--- src/rtl/meas_window_ctrl_if.sv ---
// Result channel from the measurement window controller to the readout side.
// The master presents amplitude/mean with res_valid; the slave accepts with res_ready.
interface meas_window_ctrl_if #(
  parameter int unsigned DW = 12
);
  logic [DW-1:0] res_amp;
  logic [DW-1:0] res_mean;
  logic          res_valid;
  logic          res_ready;

  modport master (
    output res_amp,
    output res_mean,
    output res_valid,
    input  res_ready
  );

  modport slave (
    input  res_amp,
    input  res_mean,
    input  res_valid,
    output res_ready
  );
endinterface

--- src/rtl/meas_window_ctrl.sv ---
// Paces decimated ADC samples into the amplitude/mean datapath, clears it per window,
// and latches the datapath results onto a valid/ready channel.
module meas_window_ctrl #(
  parameter int unsigned DW = 12,
  parameter int unsigned CW = 16
) (
  input  logic                 clk,
  input  logic                 rst,
  input  logic                 start,
  input  logic                 stop,
  input  logic                 continuous,
  input  logic [CW-1:0]        decim,
  input  logic [CW-1:0]        win_len,
  input  logic [DW-1:0]        adc_data,
  input  logic [DW-1:0]        amp_in,
  input  logic [DW-1:0]        mean_in,
  output logic [DW-1:0]        meas_data,
  output logic                 sample_en,
  output logic                 meas_clr,
  output logic                 busy,
  output logic                 overrun,
  meas_window_ctrl_if.master   res
);

  typedef enum logic [1:0] {StIdle, StClear, StRun, StLatch} state_e;

  state_e        state_q;
  logic [CW-1:0] dcnt_q;
  logic [CW-1:0] decim_s_q;
  logic [CW-1:0] wlen_s_q;
  logic [CW-1:0] scnt_q;
  logic          strobe;

  // All pulses decode from registered state so nothing is combinational from inputs.
  assign strobe    = (state_q == StRun) && (dcnt_q == '0);
  assign sample_en = strobe;
  assign meas_clr  = (state_q == StClear);
  assign busy      = (state_q != StIdle);

  always_ff @(posedge clk or posedge rst) begin
    if (rst) begin
      state_q       <= StIdle;
      dcnt_q        <= '0;
      decim_s_q     <= '0;
      wlen_s_q      <= '0;
      scnt_q        <= '0;
      meas_data     <= '0;
      overrun       <= 1'b0;
      res.res_amp   <= '0;
      res.res_mean  <= '0;
      res.res_valid <= 1'b0;
    end else begin
      meas_data <= adc_data;

      // A latch below overrides this clear when both happen on the same edge.
      if (res.res_valid && res.res_ready) begin
        res.res_valid <= 1'b0;
      end

      if (stop) begin
        state_q <= StIdle;
      end else begin
        unique case (state_q)
          StIdle: begin
            if (start) begin
              state_q <= StClear;
              overrun <= 1'b0;
            end
          end
          StClear: begin
            dcnt_q    <= decim;
            decim_s_q <= decim;
            wlen_s_q  <= (win_len == '0) ? CW'(1) : win_len;
            scnt_q    <= '0;
            state_q   <= StRun;
          end
          StRun: begin
            if (strobe) begin
              dcnt_q <= decim_s_q;
              scnt_q <= scnt_q + CW'(1);
              if (scnt_q == wlen_s_q - CW'(1)) begin
                state_q <= StLatch;
              end
            end else begin
              dcnt_q <= dcnt_q - CW'(1);
            end
          end
          StLatch: begin
            res.res_amp   <= amp_in;
            res.res_mean  <= mean_in;
            res.res_valid <= 1'b1;
            if (res.res_valid && !res.res_ready) begin
              overrun <= 1'b1;
            end
            state_q <= continuous ? StClear : StIdle;
          end
          default: state_q <= StIdle;
        endcase
      end
    end
  end

endmodule

--- src/flat_wrapper.sv ---
// flat-port wrapper written by rule: the top's interface ports become plain ports
module meas_window_ctrl_flat 
#(
  parameter int unsigned DW = 12,
  parameter int unsigned CW = 16
)
  (clk, rst, start, stop, continuous, decim, win_len, adc_data, amp_in, mean_in, meas_data, sample_en, meas_clr, busy, overrun, res_res_amp, res_res_mean, res_res_valid, res_res_ready);
  meas_window_ctrl_if #(.DW(DW)) res_i ();
  input  logic clk;
  input  logic rst;
  input  logic start;
  input  logic stop;
  input  logic continuous;
  input  logic [CW-1:0] decim;
  input  logic [CW-1:0] win_len;
  input  logic [DW-1:0] adc_data;
  input  logic [DW-1:0] amp_in;
  input  logic [DW-1:0] mean_in;
  output logic [DW-1:0] meas_data;
  output logic sample_en;
  output logic meas_clr;
  output logic busy;
  output logic overrun;
  output wire logic [$bits(res_i.res_amp)-1:0] res_res_amp;
  output wire logic [$bits(res_i.res_mean)-1:0] res_res_mean;
  output wire logic [$bits(res_i.res_valid)-1:0] res_res_valid;
  input wire logic [$bits(res_i.res_ready)-1:0] res_res_ready;
  assign res_res_amp = res_i.res_amp;
  assign res_res_mean = res_i.res_mean;
  assign res_res_valid = res_i.res_valid;
  assign res_i.res_ready = res_res_ready;
  meas_window_ctrl #(.DW(DW), .CW(CW)) u_core (.clk(clk), .rst(rst), .start(start), .stop(stop), .continuous(continuous), .decim(decim), .win_len(win_len), .adc_data(adc_data), .amp_in(amp_in), .mean_in(mean_in), .meas_data(meas_data), .sample_en(sample_en), .meas_clr(meas_clr), .busy(busy), .overrun(overrun), .res(res_i));
endmodule
--- config.mk ---
export PLATFORM = sky130hd
export DESIGN_NAME = meas_window_ctrl_flat
export DESIGN_NICKNAME = d
export VERILOG_FILES = /design/src/rtl/meas_window_ctrl_if.sv /design/src/rtl/meas_window_ctrl.sv /design/src/flat_wrapper.sv
export SDC_FILE = /design/constraint.sdc
export NUM_CORES = 1
export LEC_CHECK = 0
export BUFFER_PORTS_ARGS = -buffer_cell sky130_fd_sc_hd__buf_2
export CELL_PAD_IN_SITES_DETAIL_PLACEMENT = 0
export CELL_PAD_IN_SITES_GLOBAL_PLACEMENT = 1
export CORE_MARGIN = 3
export CORE_UTILIZATION = 38
export CTS_CLUSTER_SIZE = 14
export DETAILED_ROUTE_END_ITERATION = 6
export GPL_ROUTABILITY_DRIVEN = 0
export PLACE_DENSITY_LB_ADDON = 0.1
export SLEW_MARGIN = 20
export SYNTH_ARGS = -nofsm -noshare
export SYNTH_HDL_FRONTEND = slang
export SYNTH_SLANG_ARGS = --single-unit
--- constraint.sdc ---
create_clock -name clk -period 2.9 [get_ports clk]
set_input_delay 0.29 -clock clk [delete_from_list [all_inputs] [get_ports clk]]
set_output_delay 0.29 -clock clk [all_outputs]
set_load 0.05 [all_outputs]
After elaboration in Yosys (flattened, before gate mapping)

Index checks and enable logic that the tools add are counted.

Bits of input ports: 74
Flip-flop bits (word level): 104
Word-level logic and storage cells: 57

Multiplexer cells: 17
Add/subtract/negate cells: 3
Bitwise operators: 1
Reductions and logical operators: 16
Eq/ne operators: 10

Operator list:

| kind                                                   | count |
|---|---|
| one-hot mux 16 bit (2 select lines)                    | 2 |
| two-way mux 16 bit                                     | 3 |
| zero test 16 bit                                       | 2 |
| subtractor 16 x 1 -> 16 bit (second input constant)    | 2 |
| adder 16 x 1 -> 16 bit (second input constant)         | 1 |
| equality test 16 bit                                   | 1 |
| inequality test 3 bit (second input constant)          | 3 |
| two-way mux 2 bit                                      | 4 |
| one-hot mux 2 bit (4 select lines)                     | 1 |
| two-way mux 1 bit                                      | 6 |
| AND reduction 2 bit                                    | 3 |
| AND reduction 3 bit                                    | 2 |
| nonzero test 2 bit                                     | 3 |
| equality test 2 bit (second input constant)            | 2 |
| inequality test 2 bit (second input constant)          | 2 |
| AND reduction 4 bit                                    | 1 |
| logical AND 1 bit                                      | 3 |
| equality test 2 x 1 -> 1 bit (second input constant)   | 1 |
| zero test 2 bit                                        | 1 |
| inequality test 2 x 1 -> 1 bit (second input constant) | 1 |
| one-hot mux 1 bit (2 select lines)                     | 1 |
| zero test 1 bit                                        | 1 |
| inverter 1 bit                                         | 1 |

Depth between registers and ports, before layout

Gate-level depths: netlist of run 1.

Depth after elaboration: 6
Depth in mapped cells: 10

Worst setup path after synthesis of run 1

OpenSTA, ideal clock, no wires.

Path type: reg2out
Start point: register u_core.dcnt_q[0]
End point: output sample_en
Path slack: 422 ps
Data required time: 2,610 ps
Stages on the path, launching flop included: 9
Data arrival time: 2,188 ps
Path buffers: 2
Path through: dfrtp_1 -> inv_1 -> ha_1 -> nor2b_1 -> and4_1 -> buf_2 -> nand2_2 -> clkbuf_1 -> nor2_1

Word-level cells in the longest chain between the ends: 2

Ends and longest elaborated chain:

| element                  | RTL line               | RTL |
|---|---|---|
| start: declaration       | meas_window_ctrl.sv:28 | `logic [CW-1:0] dcnt_q;` |
| start signal: assignment | meas_window_ctrl.sv:71 | `dcnt_q <= decim;` |
| start signal: assignment | meas_window_ctrl.sv:79 | `dcnt_q <= decim_s_q;` |
| start signal: assignment | meas_window_ctrl.sv:85 | `dcnt_q <= dcnt_q - CW'(1);` |
| zero test 16 bit         | meas_window_ctrl.sv:35 | `assign strobe = (state_q == StRun) && (dcnt_q == '0);` |
| logical AND 1 bit        | meas_window_ctrl.sv:35 |  |
| end: declaration         | flat_wrapper.sv:20     | `output logic sample_en;` |

Every way passes these cells.

Worst setup path in the final report of run 1

Start point: register u_core.wlen_s_q[0]
End point: register u_core.state_q[0]

Word-level cells in the longest chain between the ends: 4

Ends and longest elaborated chain:

| element                         | RTL line               | RTL |
|---|---|---|
| start: declaration              | meas_window_ctrl.sv:30 | `logic [CW-1:0] wlen_s_q;` |
| start signal: assignment        | meas_window_ctrl.sv:73 | `wlen_s_q <= (win_len == '0) ? CW'(1) : win_len;` |
| subtractor 16 x 1 -> 16 bit     | meas_window_ctrl.sv:81 | `if (scnt_q == wlen_s_q - CW'(1)) begin` |
| equality test 16 bit            | meas_window_ctrl.sv:81 |  |
| inequality test 3 bit (no line) | n/a                    |  |
| AND reduction 3 bit (no line)   | n/a                    |  |
| end signal: assignment          | meas_window_ctrl.sv:82 | `state_q <= StLatch;` |
| end signal: assignment          | meas_window_ctrl.sv:95 | `state_q <= continuous ? StClear : StIdle;` |
| end signal: assignment          | meas_window_ctrl.sv:97 | `default: state_q <= StIdle;` |
| end: declaration                | meas_window_ctrl.sv:27 | `state_e state_q;` |

Every way passes these cells.
A chain may end at the register's enable or synchronous reset.

==> results of run 1 <==
[final timing paths]
kind | slack, ns | end | startpoint
max in group asynchronous | 2.01 | u_core.res.res_amp[4] | rst
hold reg to reg | 0.50 | u_core.res.res_mean[11] | u_core.res.res_mean[11]
setup reg to reg | 0.23 | u_core.state_q[0] | u_core.wlen_s_q[0]
setup / recovery | 0.23 | u_core.state_q[0] | u_core.wlen_s_q[0]
min in group asynchronous | 0.08 | u_core.meas_data[8] | rst
hold / removal | 0.03 | u_core.meas_data[6] | adc_data[6]
[flip-flops by register name, indices dropped and copies added, names as in the netlist]
signal	flops
u_core.dcnt_q	16
u_core.res.res_mean	12
u_core.wlen_s_q	16
u_core.meas_data	12
u_core.decim_s_q	16
u_core.overrun	1
u_core.res.res_amp	12
u_core.res.res_valid	1
u_core.state_q	2
u_core.scnt_q	16
[layer usage]
layer / share of wire (%) / global-route usage [%] / vias to the layer above
li1: - / - / 2032
met1: 43 / 20.6 / 2038
met2: 51 / 28.8 / 81
met3: 4.3 / 4.85 / 8
met4: 0.98 / 3.74 / 0
met5: 0 / 0 / -
[power by group]
group / total (mW) / switching (mW) / leakage, nW / internal (mW)
Combinational: 2.65 / 1.60 / 1.48 / 1.06
Clock: 1.21 / 0.606 / 0.142 / 0.607
Sequential: 2.43 / 0.474 / 1.29 / 1.96
Total: 6.29 / 2.68 / 2.92 / 3.62
[cell usage in the layout (no fill, tap or decap), types with 4 or more instances in the layout]
master | synthesis | final
sky130_fd_sc_hd__clkbuf_16 | 0 | 9
sky130_fd_sc_hd__nand3_1 | 8 | 8
sky130_fd_sc_hd__nor2_1 | 38 | 38
sky130_fd_sc_hd__buf_4 | 0 | 13
sky130_fd_sc_hd__buf_2 | 2 | 114
sky130_fd_sc_hd__dfrtp_1 | 104 | 104
sky130_fd_sc_hd__xnor2_1 | 24 | 24
sky130_fd_sc_hd__xor2_1 | 14 | 14
sky130_fd_sc_hd__mux2_2 | 59 | 59
sky130_fd_sc_hd__a31oi_1 | 4 | 4
sky130_fd_sc_hd__ha_1 | 8 | 8
sky130_fd_sc_hd__a21oi_1 | 17 | 17
sky130_fd_sc_hd__nand2b_1 | 8 | 8
sky130_fd_sc_hd__a311oi_1 | 4 | 4
sky130_fd_sc_hd__inv_1 | 17 | 16
sky130_fd_sc_hd__nor3_1 | 16 | 16
sky130_fd_sc_hd__o21ai_0 | 26 | 26
sky130_fd_sc_hd__or3_1 | 8 | 8
sky130_fd_sc_hd__nor4_1 | 11 | 11
sky130_fd_sc_hd__nand4_1 | 11 | 11
sky130_fd_sc_hd__mux2i_1 | 7 | 7
sky130_fd_sc_hd__nand2_1 | 29 | 29
sky130_fd_sc_hd__nor2b_1 | 8 | 7
[cell families after synthesis]
kind of cell,Yosys count
mux,68
flops,104
simple gates,163
fa+ha+maj,8
compound gates,79
buf+inv,39
xor+xnor,38
[stage by stage]
stage	setup slack, ns	cells	hold WS [ns]	utilization [%]
2_1_floorplan	0.422	499	0.321	-
3_3_place_gp	0.375	781	0.398	45.8
3_5_place_dp	0.243	781	0.399	45.8
4_1_cts	0.224	797	0.0122	48.0
5_1_grt	0.0555	797	0.00568	48.0
6_report	0.235	797	0.0331	48.0
[critical path, stage by stage, from the launching register on]
cell	delay, ns
sky130_fd_sc_hd__dfrtp_1	0.43
sky130_fd_sc_hd__inv_1	0.09
sky130_fd_sc_hd__ha_1	0.22
sky130_fd_sc_hd__nor3b_2	0.55
sky130_fd_sc_hd__nand4_1	0.20
sky130_fd_sc_hd__or3b_1	0.40
sky130_fd_sc_hd__nand3_1	0.10
sky130_fd_sc_hd__nand4_1	0.19
sky130_fd_sc_hd__mux2_1	0.36
[area by class of cell]
type | count | area share, %
Tap cell | 176 | 3.40
Timing Repair Buffer | 128 | 10.6
Clock inverter | 7 | 1.08
Sequential cell | 104 | 40.2
Inverter | 17 | 1.04
Multi-Input combinational cell | 356 | 40.2
Clock buffer | 9 | 3.48
==> Flow_metrics.wiki, run 1 <==
{| class="wikitable"
! Metric !! Value
|-
| Clock transition at the registers of the reported paths || 0.08 ns
|-
| Worst-case clock buffer depth || 2
|-
| Adder-Cell Fraction of Synth Area || 1.87%
|-
| Seq/Total Area, Yosys || 48.5%
|-
| Fraction of layout instances using a drive strength above 1 || 34.9%
|-
| Cell types with the largest area share after synthesis || sky130_fd_sc_hd__dfrtp_1, sky130_fd_sc_hd__mux2_2, sky130_fd_sc_hd__xnor2_1, sky130_fd_sc_hd__nor2_1, sky130_fd_sc_hd__o21ai_0
|-
| Data arrival at the endpoint of the critical path || 2.90 ns
|-
| Fraction of post-synthesis cell area in the top cell type by area || 48.5%
|-
| Shortest clock period the worst path allows after layout || 2.67 ns
|-
| Master cell of the clock root buffer || sky130_fd_sc_hd__clkbuf_16
|-
| Data required time of the critical path || 3.14 ns
|-
| Cell variety after synth || 60
|-
| Portion of the clock cycle consumed by the worst path in the final layout || 91.9%
|-
| Number of synthesized register bits || 104
|-
| Total number of yosys warnings || 0
|-
| Largest net degree at the start of global routing || 44
|-
| Worst setup path class || flip-flop to flip-flop
|-
| Net count of the mapped netlist || 581
|-
| Number of cells upsized or downsized after cts || 0
|-
| Number of maximum-capacitance violations || 0
|-
| Highest attainable clock frequency || 0.375 GHz
|-
| Most used flip-flop cell after synthesis || sky130_fd_sc_hd__dfrtp_1
|-
| Detailed placement HPWL || 9170 um
|-
| Iteration-0 DRC count of the detailed router || 217
|-
| Number of inserted diodes || 0
|-
| Cell taking the most area after synthesis || sky130_fd_sc_hd__dfrtp_1
|-
| Worst Max-Slew Pin Slew || 0.820 ns
|-
| List of most frequent post-synthesis cells || sky130_fd_sc_hd__dfrtp_1, sky130_fd_sc_hd__mux2_2, sky130_fd_sc_hd__nor2_1, sky130_fd_sc_hd__nand2_1, sky130_fd_sc_hd__o21ai_0
|-
| Worst slew margin || 45.2%
|-
| Critical path startpoint category || flip-flop
|-
| Most common cell in the netlist || sky130_fd_sc_hd__dfrtp_1
|-
| Synthesized-area fraction occupied by ao, oa, aoi and oai cells || 9.59%
|-
| Dominant combinational cell family by area after synthesis || simple AND/OR/NAND/NOR gates
|-
| Overall track demand over capacity in global routing || 16.6%
|-
| TNS Setup || 0 ns
|-
| Routed length per placed instance || 15.7 um
|-
| Total area of sequential cells || 0.00260 sq mm
|-
| Finished layout cell area || 0.00648 sq mm
|-
| Crit end category || flip-flop
|-
| Clock tree from TritonCTS || yes
|-
| Area growth syn-to-layout || 20.8%
|-
| Final setup violation count || 0
|-
| Number of antenna violations at the first check in global routing || 0
|-
| R2R depth || 8
|-
| Total Nets Final || 698
|-
| Per-cell via count in the routed design || 5.22
|-
| First-pass GRT wire length || 21,300 um
|-
| Power density normalized to cell area || 971 mW/mm^2
|-
| Synth Area in Simple Gates || 16.8%
|-
| Static leakage power || 2.92 nW
|-
| Maximum VDD drop || 0.462 mV
|-
| Synthesized netlist cell count || 499
|-
| Worst-path maximum fanout || 9
|-
| Clk_skew || 0.00889 ns
|-
| Post-route DRC || 0
|-
| Residual antenna-violating net count after detailed routing || 0
|-
| Hold Crit Depth || 1
|-
| Number of hold buffers added after cts || 0
|-
| Pins over their slew limit || 0
|-
| Number of global-route vias before repair || 4,257
|-
| CTS Buf Count || 9
|-
| Type of the worst min-delay path || input port to flip-flop
|-
| Core ar. || 0.0135 sq mm
|-
| Count of port buffers added during placement || 114
|-
| H-tree levels || 3
|-
| Multiplexer fraction of the synthesized cell area || 14.1%
|-
| Post-synth EDFFs || 0
|-
| Result of the run || completed
|-
| Final hold violation count || 0
|-
| Final Routed Wirelength || 12,500 um
|-
| I/O pin count || 115
|-
| Std cell rows || 42
|-
| Total power || 6.29 mW
|-
| Number of setup buffers added after CTS || 0
|-
| Detailed Routing Iterations Pass 1 || 4
|-
| Netlist Area Pre-Place || 0.00536 sq mm
|-
| Filler cell count || 1,294
|-
| Xor-xnor portion of the synthesized cell area || 6.21%
|-
| Post-Place Cell Area || 0.00618 sq mm
|-
| Setup repair after global routing missed its margin || no
|-
| Fraction of registers with async set/reset || 100%
|-
| Skew-Pair Late Insertion Delay || 0.35 ns
|-
| Grt total ovfl || 0
|-
| Mean cell area of the mapped netlist || 10.7 sq um
|-
| Footprint of the multi-input gates || 0.00261 sq mm
|-
| Detailed-route via count || 4,159
|-
| CTS Sinks || 104
|-
| DIE WIDTH || 125 um
|-
| Initial core utilization || 39.7%
|-
| Die area || 0.0156 sq mm
|-
| Die height || 125 um
|}
No activity file was read; power rests on OpenSTA's default activity.
==> run 2: changes to the inputs <==
--- a/config.mk
+++ b/config.mk
@@ -9,7 +9,8 @@
 export CELL_PAD_IN_SITES_DETAIL_PLACEMENT = 0
 export CELL_PAD_IN_SITES_GLOBAL_PLACEMENT = 1
 export CORE_MARGIN = 3
-export CORE_UTILIZATION = 38
+export CORE_UTILIZATION = 40
+export CTS_BUF_LIST = sky130_fd_sc_hd__clkbuf_2
 export CTS_CLUSTER_SIZE = 14
 export DETAILED_ROUTE_END_ITERATION = 6
 export GPL_ROUTABILITY_DRIVEN = 0
==> run 2 against run 1 <==
Net effect:
- clock skew increased by 0.032 ns
- sequential share of layout area down 3.3 points
- worst hold slack improved by 0.065 ns
- maximum frequency decreased by 1.1%
- first-iteration DRC count increased by 38%
- clock power fell by 45%
- global-route usage increased by 2.0 points
- critical path depth is the same
- critical path type is now flip-flop to output pin
- critical endpoint is now sample_en
- largest power group unchanged
==> Flow_metrics.wiki, run 2 (same netlist as run 1, synthesis figures left out) <==
{| class="wikitable"
! Metric !! Value
|-
| Final setup violation count || 0
|-
| Setup slack, reg-to-reg || 0.26 ns
|-
| Fraction of layout instances using a drive strength above 1 || 32.6%
|-
| Area growth syn-to-layout || 31.9%
|-
| Routed length per placed instance || 15.0 um
|-
| Hold Crit Depth || 4
|-
| Residual antenna-violating net count after detailed routing || 0
|-
| DIE WIDTH || 122 um
|-
| Most utilized layer in the global route result || met2
|-
| Crit end category || output pin
|-
| FF-to-FF Start || u_core.wlen_s_q[0]
|-
| Worst Hold Endpoint || u_core.state_q[0]
|-
| Iteration-0 DRC count of the detailed router || 300
|-
| Cell family with most CP delay || simple AND/OR/NAND/NOR gates
|-
| Worst-case setup slack after placement || 0.252 ns
|-
| Worst-path maximum fanout || 17
|-
| I/O pin count || 115
|-
| Worst Hold Margin || 0.0980 ns
|-
| Met1 global-route usage || 22.3%
|-
| Die height || 122 um
|-
| Maximum VDD drop || 0.625 mV
|-
| Critical path's largest stage delay || 0.45 ns
|-
| Grt total ovfl || 0
|-
| Skew-Pair Late Insertion Delay || 0.62 ns
|-
| CTS Sinks || 104
|-
| Worst slew margin || 61.5%
|-
| Power density normalized to cell area || 833 mW/mm^2
|-
| Data arrival at the endpoint of the critical path || 2.40 ns
|-
| Pins over their slew limit || 0
|-
| CTS Buf Count || 9
|-
| Number of global-route vias before repair || 4,603
|-
| Number of maximum-capacitance violations || 0
|-
| H-tree levels || 3
|-
| Worst setup path class || flip-flop to output pin
|-
| Number of antenna violations at the first check in global routing || 1
|-
| First-pass GRT wire length || 22,300 um
|-
| Total Nets Final || 774
|-
| Slowest cell on crit path || sky130_fd_sc_hd__dfrtp_1
|-
| Per-cell via count in the routed design || 5.11
|-
| Clk_skew || 0.0413 ns
|-
| Count of port buffers added during placement || 114
|-
| Met2 track demand over resource in global routing || 33.9%
|-
| Detailed placement HPWL || 9050 um
|-
| Post-layout instance count excluding filler cells || 870
|-
| Combined buffer and inverter count along the critical path || 3
|-
| TNS Setup || 0 ns
|-
| Final hold violation count || 0
|-
| R2R depth || 8
|-
| Clock transition at the registers of the reported paths || 0.28 ns
|-
| Clock tree from TritonCTS || yes
|-
| Portion of the clock cycle consumed by the worst path in the final layout || 92.9%
|-
| Initial core utilization || 41.6%
|-
| Commonest cells after routing, fill and taps aside || sky130_fd_sc_hd__buf_2, sky130_fd_sc_hd__dfrtp_1, sky130_fd_sc_hd__dlygate4sd3_1, sky130_fd_sc_hd__mux2_2, sky130_fd_sc_hd__nor2_1
|-
| Detailed Routing Iterations Pass 1 || 4
|-
| Final Routed Wirelength || 13,100 um
|-
| Type of the worst min-delay path || input port to flip-flop
|-
| R2r endpoint || u_core.state_q[1]
|-
| Std cell rows || 41
|-
| Worst Max-Slew Pin Slew || 0.575 ns
|-
| Data required time of the critical path || 2.61 ns
|-
| Setup repair after global routing missed its margin || no
|-
| Shortest clock period the worst path allows after layout || 2.69 ns
|-
| Master cell of the clock root buffer || sky130_fd_sc_hd__clkbuf_2
|-
| Static leakage power || 3.17 nW
|-
| Largest net degree at the start of global routing || 49
|-
| Core ar. || 0.0129 sq mm
|-
| Leading cell type in the layout, fill and taps excluded || sky130_fd_sc_hd__buf_2
|-
| Finished layout cell area || 0.00707 sq mm
|-
| Highest attainable clock frequency || 0.371 GHz
|-
| CP cell instances || inv_1 > ha_4 > nor2b_4 > and4_4 > nand2_2 > buf_4 > nor2_1 > buf_6
|-
| Result of the run || completed
|-
| Met3 GRT Util || 4.97%
|-
| Worst hold start || continuous
|-
| Die area || 0.0148 sq mm
|-
| Detailed-route via count || 4,443
|-
| Worst-case clock buffer depth || 2
|-
| Post-route DRC || 0
|-
| Critical path startpoint category || flip-flop
|-
| Placed cell count || 777
|-
| Least setup slack across all paths after layout || 0.206 ns
|-
| Overall track demand over capacity in global routing || 18.7%
|-
| Post-Place Cell Area || 0.00618 sq mm
|}
run 2: report_power, final:
group | switching [mW] | internal [mW]
registers | 0.494 | 1.95
clock network | 0.529 | 0.132
logic | 1.62 | 1.17
total | 2.64 | 3.25
run 2: final cells by class:
cell class | count | area, sq um
Antenna cell | 1 | 2.50
Clock buffer | 9 | 45.0
Clock inverter | 7 | 58.8
Fill cell | 1137 | 5800
Inverter | 17 | 67.6
Multi-Input combinational cell | 356 | 2630
Sequential cell | 104 | 2610
Tap cell | 172 | 215
Timing Repair Buffer | 204 | 1450
run 2: how the worst max path moves through the flow:
| stage | start | to | cells after the start |
|---|---|---|---|
| floorplan | u_core.dcnt_q[0] | sample_en | 8 |
| global placement | u_core.wlen_s_q[0] | u_core.state_q[0] | 8 |
| detailed placement | u_core.wlen_s_q[0] | u_core.state_q[1] | 8 |
| CTS | u_core.dcnt_q[0] | sample_en | 8 |
| global route | u_core.dcnt_q[9] | sample_en | 6 |
| finish | u_core.dcnt_q[0] | sample_en | 8 |
run 2: tightest hold or removal path, delay by kind of cell:
kind	cells	cell delay (ns)
buffers and inverters	1	0.08
muxes	1	0.12
AOI/OAI and AO/OA	1	0.12
and+or+nand+nor	1	0.07
run 2: stage by stage:
step | utilization [%] | total power [mW]
after detailed placement | 48.0 | 5.14
final | 54.9 | 5.89
after global routing | 54.9 | 6.34
after global placement | 48.0 | 5.08
after floorplan | - | 4.46
after CTS | 54.4 | 5.89
run 2: repair_timing:
action / 4_1_cts / 5_1_grt
endpoints found under the hold margin: 148 / 0
gates resized for setup: 3 / 8
endpoints found under the setup margin: 1 / 1
pin swaps: 0 / 1
setup buffers: 0 / 4
cloned: 0 / 0
hold buffers: 72 / 0
run 2: per-layer routing:
metal	wire length, um	vias up	part of all wire, %
met4	124	0	0.95
met5	0	-	0
met2	6780	98	52
met1	5550	2159	42
met3	605	9	4.6
li1	-	2177	-
